<file path="src/rtl/std_div_pkg.sv">
// Shared types and sizing helpers for the iterative divider.
package std_div_pkg;

   typedef enum logic [1:0] {
      IDLE = 2'd0,
      CALC = 2'd1,
      FIX  = 2'd2
   } div_state_t;

   // Number of CALC iterations needed to retire all quotient bits.
   function automatic int div_iters(input int width, input int bpc);
      return width / bpc;
   endfunction

   // Counter width able to hold every value 0..ITERS.
   function automatic int div_cnt_w(input int width, input int bpc);
      return $clog2(div_iters(width, bpc) + 1);
   endfunction

endpackage

</file>
<file path="src/rtl/std_div_step.sv">
// One restoring division step: shift in the next dividend bit, try to
// subtract the divisor, and shift the resulting quotient bit in at the LSB.
module std_div_step #(
   parameter int WIDTH = 32
) (
   input  logic [WIDTH:0]   rem_i,
   input  logic [WIDTH-1:0] quo_i,
   input  logic [WIDTH-1:0] div_i,
   output logic [WIDTH:0]   rem_o,
   output logic [WIDTH-1:0] quo_o
);

   logic [WIDTH:0]   shifted_d;
   logic [WIDTH+1:0] diff_d;
   logic             take_d;

   // Compare-and-subtract; a set rem_i MSB means the shifted value surely exceeds the divisor.
   always_comb begin
      shifted_d = {rem_i[WIDTH-1:0], quo_i[WIDTH-1]};
      diff_d    = {1'b0, shifted_d} - {2'b00, div_i};
      take_d    = rem_i[WIDTH] | ~diff_d[WIDTH+1];
      if (take_d) begin
         rem_o = diff_d[WIDTH:0];
      end else begin
         rem_o = shifted_d;
      end
      quo_o = {quo_i[WIDTH-2:0], take_d};
   end

endmodule

</file>
<file path="src/rtl/std_div_iter.sv">
// Iterative go/done integer divider: BITS_PER_CYCLE restoring steps per clock,
// optional two's-complement operands, fast exits for zero divisor/dividend.
module std_div_iter
   import std_div_pkg::*;
#(
   parameter int WIDTH          = 32,
   parameter int BITS_PER_CYCLE = 1,
   parameter int SIGNED         = 0
) (
   input  logic             clk,
   input  logic             reset,
   input  logic             go,
   input  logic [WIDTH-1:0] left,
   input  logic [WIDTH-1:0] right,
   output logic [WIDTH-1:0] out_quotient,
   output logic [WIDTH-1:0] out_remainder,
   output logic             done,
   output logic             busy,
   output logic             div_by_zero
);

   localparam int ITERS = div_iters(WIDTH, BITS_PER_CYCLE);
   localparam int CNT_W = div_cnt_w(WIDTH, BITS_PER_CYCLE);
   localparam logic [CNT_W-1:0] LAST_CNT = CNT_W'(ITERS - 1);

   if (WIDTH < 2) begin : g_chk_width
      $error("std_div_iter: WIDTH must be at least 2");
   end
   if (BITS_PER_CYCLE < 1) begin : g_chk_bpc_min
      $error("std_div_iter: BITS_PER_CYCLE must be at least 1");
   end else if ((WIDTH % BITS_PER_CYCLE) != 0) begin : g_chk_bpc_div
      $error("std_div_iter: WIDTH must be a multiple of BITS_PER_CYCLE");
   end

   div_state_t       state_q;
   logic [CNT_W-1:0] cnt_q;
   logic [WIDTH:0]   rem_q;        // partial remainder
   logic [WIDTH-1:0] quo_q;        // dividend bits shifting out, quotient bits shifting in
   logic [WIDTH-1:0] dvs_q;        // divisor magnitude
   logic             neg_quo_q;
   logic             neg_rem_q;
   logic [WIDTH-1:0] quot_q;
   logic [WIDTH-1:0] remd_q;
   logic             done_q;
   logic             busy_q;
   logic             dbz_q;

   logic             sl_d;
   logic             sr_d;
   logic [WIDTH-1:0] mag_l_d;
   logic [WIDTH-1:0] mag_r_d;
   logic [WIDTH-1:0] fix_quo_d;
   logic [WIDTH-1:0] fix_rem_d;

   logic [WIDTH:0]   rem_chain [0:BITS_PER_CYCLE];
   logic [WIDTH-1:0] quo_chain [0:BITS_PER_CYCLE];

   assign rem_chain[0] = rem_q;
   assign quo_chain[0] = quo_q;

   for (genvar g = 0; g < BITS_PER_CYCLE; g++) begin : g_step
      std_div_step #(.WIDTH(WIDTH)) u_step (
         .rem_i (rem_chain[g]),
         .quo_i (quo_chain[g]),
         .div_i (dvs_q),
         .rem_o (rem_chain[g+1]),
         .quo_o (quo_chain[g+1])
      );
   end

   // Operand signs and magnitudes; MIN maps to 2^(WIDTH-1) as an unsigned value.
   always_comb begin
      if (SIGNED != 0) begin
         sl_d = left[WIDTH-1];
         sr_d = right[WIDTH-1];
      end else begin
         sl_d = 1'b0;
         sr_d = 1'b0;
      end
      if (sl_d) begin
         mag_l_d = -left;
      end else begin
         mag_l_d = left;
      end
      if (sr_d) begin
         mag_r_d = -right;
      end else begin
         mag_r_d = right;
      end
   end

   // Sign correction applied on the FIX edge.
   always_comb begin
      if (neg_quo_q) begin
         fix_quo_d = -quo_q;
      end else begin
         fix_quo_d = quo_q;
      end
      if (neg_rem_q) begin
         fix_rem_d = -rem_q[WIDTH-1:0];
      end else begin
         fix_rem_d = rem_q[WIDTH-1:0];
      end
   end

   // Control FSM and datapath registers, including the registered result outputs.
   always_ff @(posedge clk or posedge reset) begin
      if (reset) begin
         state_q   <= IDLE;
         cnt_q     <= '0;
         rem_q     <= '0;
         quo_q     <= '0;
         dvs_q     <= '0;
         neg_quo_q <= 1'b0;
         neg_rem_q <= 1'b0;
         quot_q    <= '0;
         remd_q    <= '0;
         done_q    <= 1'b0;
         busy_q    <= 1'b0;
         dbz_q     <= 1'b0;
      end else begin
         case (state_q)
            IDLE: begin
               done_q <= 1'b0;
               if (go) begin
                  dbz_q  <= 1'b0;
                  quot_q <= '0;
                  remd_q <= '0;
                  if (right == '0) begin
                     done_q <= 1'b1;
                     dbz_q  <= 1'b1;
                     quot_q <= '1;
                     remd_q <= left;
                  end else if (left == '0) begin
                     done_q <= 1'b1;
                  end else begin
                     rem_q     <= '0;
                     quo_q     <= mag_l_d;
                     dvs_q     <= mag_r_d;
                     neg_quo_q <= sl_d ^ sr_d;
                     neg_rem_q <= sl_d;
                     cnt_q     <= '0;
                     busy_q    <= 1'b1;
                     state_q   <= CALC;
                  end
               end
            end
            CALC: begin
               rem_q <= rem_chain[BITS_PER_CYCLE];
               quo_q <= quo_chain[BITS_PER_CYCLE];
               cnt_q <= cnt_q + CNT_W'(1);
               if (cnt_q == LAST_CNT) begin
                  state_q <= FIX;
               end
            end
            FIX: begin
               quot_q  <= fix_quo_d;
               remd_q  <= fix_rem_d;
               done_q  <= 1'b1;
               busy_q  <= 1'b0;
               state_q <= IDLE;
            end
            default: begin
               done_q  <= 1'b0;
               busy_q  <= 1'b0;
               state_q <= IDLE;
            end
         endcase
      end
   end

   assign out_quotient  = quot_q;
   assign out_remainder = remd_q;
   assign done          = done_q;
   assign busy          = busy_q;
   assign div_by_zero   = dbz_q;

endmodule

</file>
<file path="config.mk">
export PLATFORM = sky130hd
export DESIGN_NAME = std_div_iter
export DESIGN_NICKNAME = d
export VERILOG_FILES = /design/src/rtl/std_div_pkg.sv /design/src/rtl/std_div_step.sv /design/src/rtl/std_div_iter.sv
export SDC_FILE = /design/constraint.sdc
export NUM_CORES = 1
export LEC_CHECK = 0
export CELL_PAD_IN_SITES_DETAIL_PLACEMENT = 1
export CELL_PAD_IN_SITES_GLOBAL_PLACEMENT = 1
export CORE_ASPECT_RATIO = 1.75
export CORE_MARGIN = 1.5
export CORE_UTILIZATION = 25
export DETAILED_ROUTE_END_ITERATION = 8
export PLACE_DENSITY_LB_ADDON = 0.1
export SYNTH_ARGS = -nofsm -noshare
export SYNTH_HDL_FRONTEND = slang
export SYNTH_SLANG_ARGS = --single-unit
</file>
<file path="constraint.sdc">
create_clock -name clk -period 9.45 [get_ports clk]
set_input_delay 2.3625 -clock clk [delete_from_list [all_inputs] [get_ports clk]]
set_output_delay 2.3625 -clock clk [all_outputs]
set_load 0.02 [all_outputs]
</file>
==> results.json, run 1 <==
{
  "status": "finished clean",
  "fillCellCount": 4103,
  "slew_headroom_pct": 30.5,
  "worstHoldStart": "rem_q[32]",
  "leakage_uw": 0.00495,
  "syn_area_um2": 8990,
  "endpoint_kind": "flop",
  "cp_slowest_stage_delay_ns": 0.59,
  "synthFlopType": "dfrtp_1",
  "core-area_um2": 35300,
  "tns_ns": 0,
  "multi_input_area_um2": 4310,
  "rows": 91,
  "synth_nets": 1093,
  "ys_top_cells_by_area": "dfrtp_1 (48%), a21oi_1 (7.0%), nor2_1 (6.1%), ha_1 (4.6%), nand2_1 (3.3%)",
  "cp_num_buf_inv": 3,
  "clkLatencyLatePin_ns": 0.46,
  "drc": 0,
  "cts.sinks": 172,
  "gpl.final_weighted_congestion": 0.784,
  "synth_seq_area_share_pct": 47.9,
  "synth_edf_count": 0,
  "drt_iter0_drc": 248,
  "cts-resized-gates": 0,
  "synth_top_area_share_pct": 47.9,
  "rr_endpoint": "rem_q[27]",
  "criticalPathCategory": "in2reg",
  "max-cap-violations": 0,
  "worst_slew_pin_slew_ns": 1.04,
  "syn_inst": 992,
  "synth_area_leader_cell": "dfrtp_1",
  "path_clk_slew_ns": 0.07,
  "drive_above_1_share_pct": 4.81,
  "p_int_uw": 1200,
  "slowest_stage": "nor4_1",
  "start_kind": "primary input",
  "synth_cell_type_count": 57,
  "ctsHoldBuffers": 0,
  "io_pins": 134,
  "setup_viol": 0,
  "fin_crit_ns": 5.42,
  "areaGrowthSynthToFinish_pct": 26.0,
  "start_util_pct": 25.5,
  "grt_pass1_wl_um": 47500,
  "hold_violations": 0,
  "dieHeight_um": 254,
  "wl_per_cell_um": 19.1,
  "worstHoldPathCells": 2,
  "nets": 1191,
  "period_share_pct": 57.3,
  "synth_commonest_cells": "dfrtp_1 (172), nor2_1 (145), a21oi_1 (125)",
  "antenna_found_initial": 0,
  "hpwl_um": 22000,
  "post_cts_buffers": 0,
  "grt_pass1_vias": 7913,
  "ys_warn_count": 0,
  "dieWidth_um": 146,
  "power_frac_seq_pct": 47.9,
  "cts-root-buf": "clkbuf_16",
  "track_usage_pct": 16.7,
  "hold_class": "reg2reg",
  "num_antenna_cells": 0,
  "synth_most_common_cell": "dfrtp_1",
  "reg2reg_slack_ns": 5.82,
  "critPathRequiredTime_ns": 9.75,
  "num_vias": 7642,
  "clockBufferDepth": 2,
  "cp_cell_sequence": "clkdlybuf4s50_1 > nor4_1 > nand4_1 > o22ai_1 > or3_1 > buf_4 > inv_2 > nand2_1 > o21ai_0",
  "ant_nets": 0,
  "ir_worst_vdd_mv": 0.127,
  "powerDensity_nw_per_um2": 140,
  "drt-total-wl_um": 29900,
  "drv_slew": 0,
  "fmax_mhz": 185,
  "final_area_um2": 11300,
  "grt_max_degree": 97,
  "arrival_ns": 5.72,
  "cts.htree.levels": 4,
  "fin_total_pwr_uw": 1590,
  "critPathMaxFanout": 68,
  "rsz0062_at_grt": "false",
  "clkPwrFrac_pct": 44.7,
  "critPathTopFamily": "simple AND/OR/NAND/NOR gates",
  "synth.avg_cell_area_um2": 9.07,
  "swShare_pct": 24.2,
  "place_area_um2": 10800,
  "dieArea_um2": 37200,
  "worstRegToRegCells": 12,
  "async_flop_share_pct": 100,
  "regArea_um2": 4310,
  "io_buffers": 133,
  "cts_tree": "yes",
  "worstReg2RegStart": "dvs_q[1]",
  "cts_made_buffers": 17,
  "ys_ff_latch": 172,
  "vias_per_cell": 4.87,
  "pwr-share-comb_pct": 7.4,
  "clock_skew_ns": 0.0107,
  "hold_end": "rem_q[32]",
  "grt-ovfl-total": 0,
  "drtPass1Iterations": 4,
  "p_switching_uw": 384
}
## worst min-delay path: stages, from the launching register on
cell and delay (ns):
dfrtp_1 0.35, nand2_1 0.05, o21ai_1 0.06
## routing by layer
metal	part of all wire (%)	vias up	track usage (%)
met3	2.2	28	2.32
li1	-	3725	-
met2	53	108	30.2
met5	0	-	0
met4	2.1	0	6.23
met1	43	3781	19.9
## layout by cell type (no fill, tap or decap), types with 4 or more instances in the layout
master / netlist / routed
o21ai_1: 26 / 26
a22oi_1: 33 / 33
clkdlybuf4s50_1: 0 / 133
nor4_1: 16 / 16
o21a_1: 9 / 9
nand4_1: 10 / 10
dfrtp_1: 172 / 171
clkinv_2: 0 / 4
buf_4: 2 / 10
mux2i_1: 27 / 27
a21o_1: 21 / 21
a21oi_1: 125 / 124
xor2_1: 15 / 15
o22ai_1: 35 / 35
a31oi_1: 5 / 5
ha_1: 33 / 33
or3_1: 4 / 4
inv_1: 39 / 37
clkbuf_16: 0 / 17
nand2_1: 80 / 80
a32oi_1: 5 / 5
xnor2_1: 18 / 18
nor2_1: 145 / 144
o21ai_0: 51 / 51
## stage by stage
stage          worst slack (ns)  utilization (%)  cells  hold slack [ns]
2_1_floorplan              2.43                -    992            0.447
3_3_place_gp               3.48             30.5   1536            0.481
3_5_place_dp               3.38             30.5   1536            0.486
4_1_cts                    3.87             32.1   1568            0.502
5_1_grt                    3.71             32.1   1568            0.534
6_report                   4.03             32.1   1568            0.501
## worst max-delay path by stage
stage,cells past startpoint,start,end,slack (ns)
2_1_floorplan,1,reset,busy,2.43
3_3_place_gp,9,right[0],quo_q[0],3.48
3_5_place_dp,9,right[0],quo_q[0],3.38
4_1_cts,9,right[0],quo_q[0],3.87
5_1_grt,9,right[0],dvs_q[14],3.71
6_report,9,right[0],dvs_q[24],4.03
## kinds of logic (layout without fill, tap and decap cells)
kind of cell               count (synthesis)  in the layout  synth area share [%]
DFF                                      172            172                  47.9
AOI/OAI and AO/OA                        344            344                  23.4
and+or+nand+nor                          279            279                  13.2
adders and majority gates                 34             34                  4.81
muxes                                     27             27                  3.01
buffers and inverters                    103            214                  4.48
xor gates and xnor gates                  33             33                  3.21
## sequential cells by signal (all words and copies together), names as in the netlist, 2 cells and up
| signal | flops |
|---|---|
| cnt_q | 6 |
| out_quotient | 32 |
| quo_q | 32 |
| dvs_q | 32 |
| out_remainder | 32 |
| rem_q | 33 |
| state_q | 2 |
## cell type report
cell class                 count  share of cell area, %
tap                          465                   5.14
inverter                      39                   1.34
timing repair buffer         143                   12.4
multi-input combinational    717                   38.1
clock inverter                11                   1.06
clock buffer                  21                   3.98
sequential                   172                   38.0
## power groups by stage
| stage | logic (uW) | clock network (uW) | registers (uW) |
|---|---|---|---|
| global placement | 121 | 0 | 773 |
| floorplan | 24.4 | 0 | 789 |
| CTS | 121 | 735 | 759 |
| finish | 118 | 709 | 759 |
| detailed placement | 121 | 0 | 773 |
| global route | 128 | 757 | 760 |
(Power assumes the default switching activity.)
==> run 2, diff against run 1 <==
Clock period 9.45 ns to 5.5 ns, I/O delays scaled along.
==> run 2 against run 1 <==
Compared with the run above:
- sequential share of layout area is 0.32 points lower
- cell count is 0.45% higher
- clock-buffer cell count stayed put
- cell area is 0.86% higher
- via count is 0.16% higher
==> results.json, run 2 (same netlist as run 1, synthesis figures left out) <==
{
  "fin_crit_ns": 3.99,
  "max-cap-violations": 0,
  "hold_violations": 0,
  "top_register": "rem_q",
  "status": "finished clean",
  "power_frac_seq_pct": 46.9,
  "nets": 1196,
  "ant_nets": 0,
  "swShare_pct": 23.8,
  "cts_tree": "yes",
  "ir_worst_vdd_mv": 0.210,
  "grt_pass1_wl_um": 47800,
  "post_cts_buffers": 0,
  "core-area_um2": 35300,
  "clockBufferDepth": 2,
  "areaGrowthSynthToFinish_pct": 27.0,
  "grt_max_degree": 137,
  "start_util_pct": 25.5,
  "criticalPathCategory": "in2reg",
  "worstReg2RegStart": "rem_q[0]",
  "path_clk_slew_ns": 0.07,
  "clkPwrFrac_pct": 45.9,
  "slew_headroom_pct": 29.7,
  "largest_reg_flops": 33,
  "pwr-share-comb_pct": 7.3,
  "cts_made_buffers": 17,
  "p_int_uw": 2120,
  "cp_num_buf_inv": 2,
  "final_common_cell": "dfrtp_1",
  "setup_viol": 0,
  "tns_ns": 0,
  "dieWidth_um": 146,
  "num_vias": 7654,
  "wl_per_cell_um": 19.1,
  "vias_per_cell": 4.86,
  "cts-resized-gates": 0,
  "slowest_stage": "nor4_1",
  "drtPass1Iterations": 6,
  "timing.hold.ws_ns": 0.503,
  "startpoint": "right[0]",
  "ctsHoldBuffers": 0,
  "cts-root-buf": "clkbuf_16",
  "regArea_um2": 4310,
  "worstHoldStart": "dvs_q[0]",
  "drc": 0,
  "track_usage_pct": 16.7,
  "gpl.final_weighted_congestion": 0.739,
  "finish.utilization_pct": 32.4,
  "grt-ovfl-total": 0,
  "clkLatencyLatePin_ns": 0.45,
  "drv_slew": 0,
  "critPathRequiredTime_ns": 5.79,
  "cp_cell_sequence": "clkdlybuf4s50_1 > nor4_1 > nand4_1 > o22ai_1 > or3_1 > inv_2 > nand2_1 > o21ai_0",
  "period_share_pct": 72.5,
  "cts.htree.levels": 4,
  "final_cell_mix": "dfrtp_1 (171), nor2_1 (144), clkdlybuf4s50_1 (133)",
  "drt_iter0_drc": 236,
  "critPathTopFamily": "simple AND/OR/NAND/NOR gates",
  "start_kind": "primary input",
  "powerDensity_nw_per_um2": 244,
  "drt-total-wl_um": 30000,
  "io_pins": 134,
  "worst_slew_pin_slew_ns": 1.05,
  "hold_class": "reg2reg",
  "hpwl_um": 22100,
  "fillCellCount": 4139,
  "rsz0062_at_grt": "false",
  "io_buffers": 133,
  "fmax_mhz": 251,
  "critPathMaxFanout": 68,
  "leakage_uw": 0.00500,
  "p_switching_uw": 662,
  "cts.sinks": 172,
  "clock_skew_ns": 0.0121,
  "grt_pass1_vias": 8083,
  "cp_slowest_stage_delay_ns": 0.63,
  "drive_above_1_share_pct": 5.32,
  "endpoint_kind": "flop",
  "multi_input_area_um2": 4310,
  "dieArea_um2": 37200,
  "rows": 91,
  "arrival_ns": 4.27,
  "antenna_found_initial": 2,
  "dieHeight_um": 254
}
## run 2: metrics by stage
step | setup WS (ns) | instances | total power [uW] | instance area (um2)
after floorplan | 1.93 | 992 | 1400 | 9000
after global placement | 1.03 | 1541 | 1540 | 10800
after detailed placement | 0.991 | 1541 | 1540 | 10800
after CTS | 1.45 | 1573 | 2840 | 11400
after global routing | 1.27 | 1575 | 2890 | 11400
final | 1.51 | 1575 | 2790 | 11400
## run 2: layer usage
metal	track usage, %	wire [um]
met4	6.03	775
met2	29.8	15700
met3	2.85	647
met5	0	0
met1	20.1	13000
## run 2: final cells by class
type,instances,area share [%]
Inverter,39,1.31
Multi-Input combinational cell,717,37.7
Timing Repair Buffer,148,12.9
Clock inverter,11,1.24
Clock buffer,21,4.03
Antenna cell,2,0.0438
Sequential cell,172,37.7
Tap cell,465,5.09
## run 2: worst paths after layout
kind                                        end  cells after the start  slack (ns)
worst max register to register        rem_q[19]                     11        1.78
worst max-delay path                  dvs_q[26]                      8        1.51
worst min-delay path                   dvs_q[0]                      2        0.50
max in group asynchronous             rem_q[30]                      3        3.36
worst min register to register         dvs_q[0]                      2        0.50
min in group asynchronous       out_quotient[2]                      3        1.45
## run 2: power groups by stage
stage / sequential, uW / combinational [uW] / clock, uW
2_1_floorplan: 1360 / 42.2 / 0
3_3_place_gp: 1330 / 207 / 0
3_5_place_dp: 1330 / 207 / 0
4_1_cts: 1310 / 208 / 1320
5_1_grt: 1310 / 220 / 1370
6_report: 1310 / 203 / 1280
## run 2: worst reg2reg max path, stage by stage (launching register included)
cell and delay, ns:
dfrtp_1 0.48, ha_1 0.31, nor2b_1 0.14, o2111ai_1 0.27, nand2_1 0.21, a21oi_1 0.26, a21o_1 0.29, o22ai_2 0.19
a221oi_4 0.48, buf_4 0.43, nand2b_1 0.39, o21ai_0 0.16
==> run 3, diff against run 2 <==
Clock period 5.5 ns to 3.8 ns, I/O delays scaled along.
==> run 3 against run 2 <==
Compared with the run above:
- via count rose by 1.2%
- total power rose by 41%
- sequential power rose by 44%
- global-route usage rose by 0.064 points
- clock-buffer cell count rose by 3
- non-clock buffer count rose by 16
- combinational power rose by 48%
- critical endpoint is now rem_q[32]
- largest cell class unchanged
- highest routed layer unchanged
==> results.json, run 3 (same netlist as run 1, synthesis figures left out) <==
{
  "status": "finished clean",
  "dieHeight_um": 254,
  "worst_slew_pin_slew_ns": 0.817,
  "worstReg2RegStart": "quo_q[31]",
  "dieWidth_um": 146,
  "final_cell_mix": "dfrtp_1 (171), nor2_1 (144), clkdlybuf4s50_1 (133)",
  "grt_pass1_vias": 8183,
  "critPathMaxFanout": 4,
  "drtPass1Iterations": 5,
  "clock_skew_ns": 0.00910,
  "worstHoldPathCells": 2,
  "arrival_ns": 3.81,
  "powerDensity_nw_per_um2": 339,
  "grt-ovfl-total": 0,
  "ctsHoldBuffers": 0,
  "critPathRequiredTime_ns": 4.12,
  "core-area_um2": 35300,
  "vias_per_cell": 4.88,
  "start_kind": "flop",
  "reg2reg_slack_ns": 0.32,
  "finish.utilization_pct": 32.9,
  "rr_endpoint": "rem_q[32]",
  "fillCellCount": 4096,
  "fin_crit_ns": 3.48,
  "worst_slack_ns": 0.316,
  "worstHoldStart": "dvs_q[0]",
  "start_util_pct": 25.5,
  "gpl.final_weighted_congestion": 0.776,
  "areaGrowthSynthToFinish_pct": 29.0,
  "top_register": "rem_q",
  "fin_total_pwr_uw": 3930,
  "drv_slew": 0,
  "setup_viol": 0,
  "path_clk_slew_ns": 0.06,
  "cts-root-buf": "clkbuf_16",
  "period_share_pct": 91.7,
  "io_buffers": 133,
  "nets": 1212,
  "clkLatencyLatePin_ns": 0.45,
  "cts_tree": "yes",
  "num_antenna_cells": 0,
  "cts-resized-gates": 0,
  "rows": 91,
  "leakage_uw": 0.00509,
  "dieArea_um2": 37200,
  "layoutNonFillerInstCount": 1588,
  "cts_made_buffers": 17,
  "dp.cells": 1557,
  "hold_end": "dvs_q[0]",
  "slew_headroom_pct": 45.4,
  "hpwl_um": 22600,
  "io_pins": 134,
  "cts.htree.levels": 4,
  "hold_class": "reg2reg",
  "largest_reg_flops": 33,
  "hold_violations": 0,
  "tns_ns": 0,
  "antenna_found_initial": 0,
  "ir_worst_vdd_mv": 0.280,
  "worstRegToRegCells": 14,
  "endpoint_kind": "flop",
  "drt_iter0_drc": 231,
  "place_ws_ns": 0.232,
  "drt-total-wl_um": 29800,
  "grt_max_degree": 97,
  "criticalPathCategory": "reg2reg",
  "rsz0062_at_grt": "false",
  "ant_nets": 0,
  "drive_above_1_share_pct": 6.32,
  "num_vias": 7745,
  "grt_pass1_wl_um": 48000,
  "clockBufferDepth": 2,
  "fmax_mhz": 287,
  "final_common_cell": "dfrtp_1",
  "wl_per_cell_um": 18.8,
  "track_usage_pct": 16.8,
  "drc": 0,
  "cts.sinks": 172,
  "max-cap-violations": 0,
  "post_cts_buffers": 0
}
run 3: cell types whose count changed in the layout (fill, tap and decap cells not counted), sizes merged:
cell / delta
diode: -2
clkinvlp: -1
clkbuf: +3
buf: +16
bufinv: -1
inv: -1
clkinv: -1
run 3: layer usage:
metal	up-vias	share of wire, %	track usage, %
li1	3776	-	-
met1	3829	42	19.8
met2	115	54	31.0
met3	25	2.4	2.30
met4	0	1.8	5.77
met5	-	0	0
run 3: metrics by stage:
| step | hold WS, ns | instance area (um2) |
|---|---|---|
| 4_1_cts | 0.492 | 11600 |
| 5_1_grt | 0.513 | 11600 |
| 3_5_place_dp | 0.477 | 11000 |
| 3_3_place_gp | 0.476 | 11000 |
| 2_1_floorplan | 0.447 | 9000 |
| 6_report | 0.486 | 11600 |
run 3: final cells by class:
class / instances / area (um2) / share of cell area (%)
Tap cell: 465 / 582 / 5.02
Sequential cell: 172 / 4310 / 37.1
Clock buffer: 24 / 472 / 4.07
Timing Repair Buffer: 164 / 1690 / 14.6
Clock inverter: 7 / 90.1 / 0.777
Multi-Input combinational cell: 717 / 4310 / 37.2
Inverter: 39 / 150 / 1.29
run 3: worst max-delay path by stage:
stage	startpoint	end	slack, ns	cells past startpoint
2_1_floorplan	reset	busy	0.65	1
5_1_grt	quo_q[31]	rem_q[32]	0.06	14
3_5_place_dp	quo_q[31]	rem_q[32]	0.23	14
6_report	quo_q[31]	rem_q[32]	0.32	14
4_1_cts	quo_q[31]	rem_q[32]	0.21	14
3_3_place_gp	quo_q[31]	rem_q[32]	0.24	14
run 3: report_power, final:
group          internal, uW  switching [uW]  total [uW]
combinational           146             154         300
sequential             1870            22.2        1890
clock                   996             746        1740
total                  3010             922        3930
run 3: worst max-delay path, cell delays in order, from the launching register on:
cell      delay [ns]
dfrtp_1         0.38
inv_1           0.10
ha_1            0.19
inv_1           0.06
fa_1            0.43
a211oi_1        0.23
o21bai_1        0.22
a41oi_1         0.34
buf_4           0.18
a21oi_1         0.13
a211oi_2        0.33
o21ai_1         0.19
a311oi_2        0.31
xnor2_1         0.17
o21ai_1         0.08
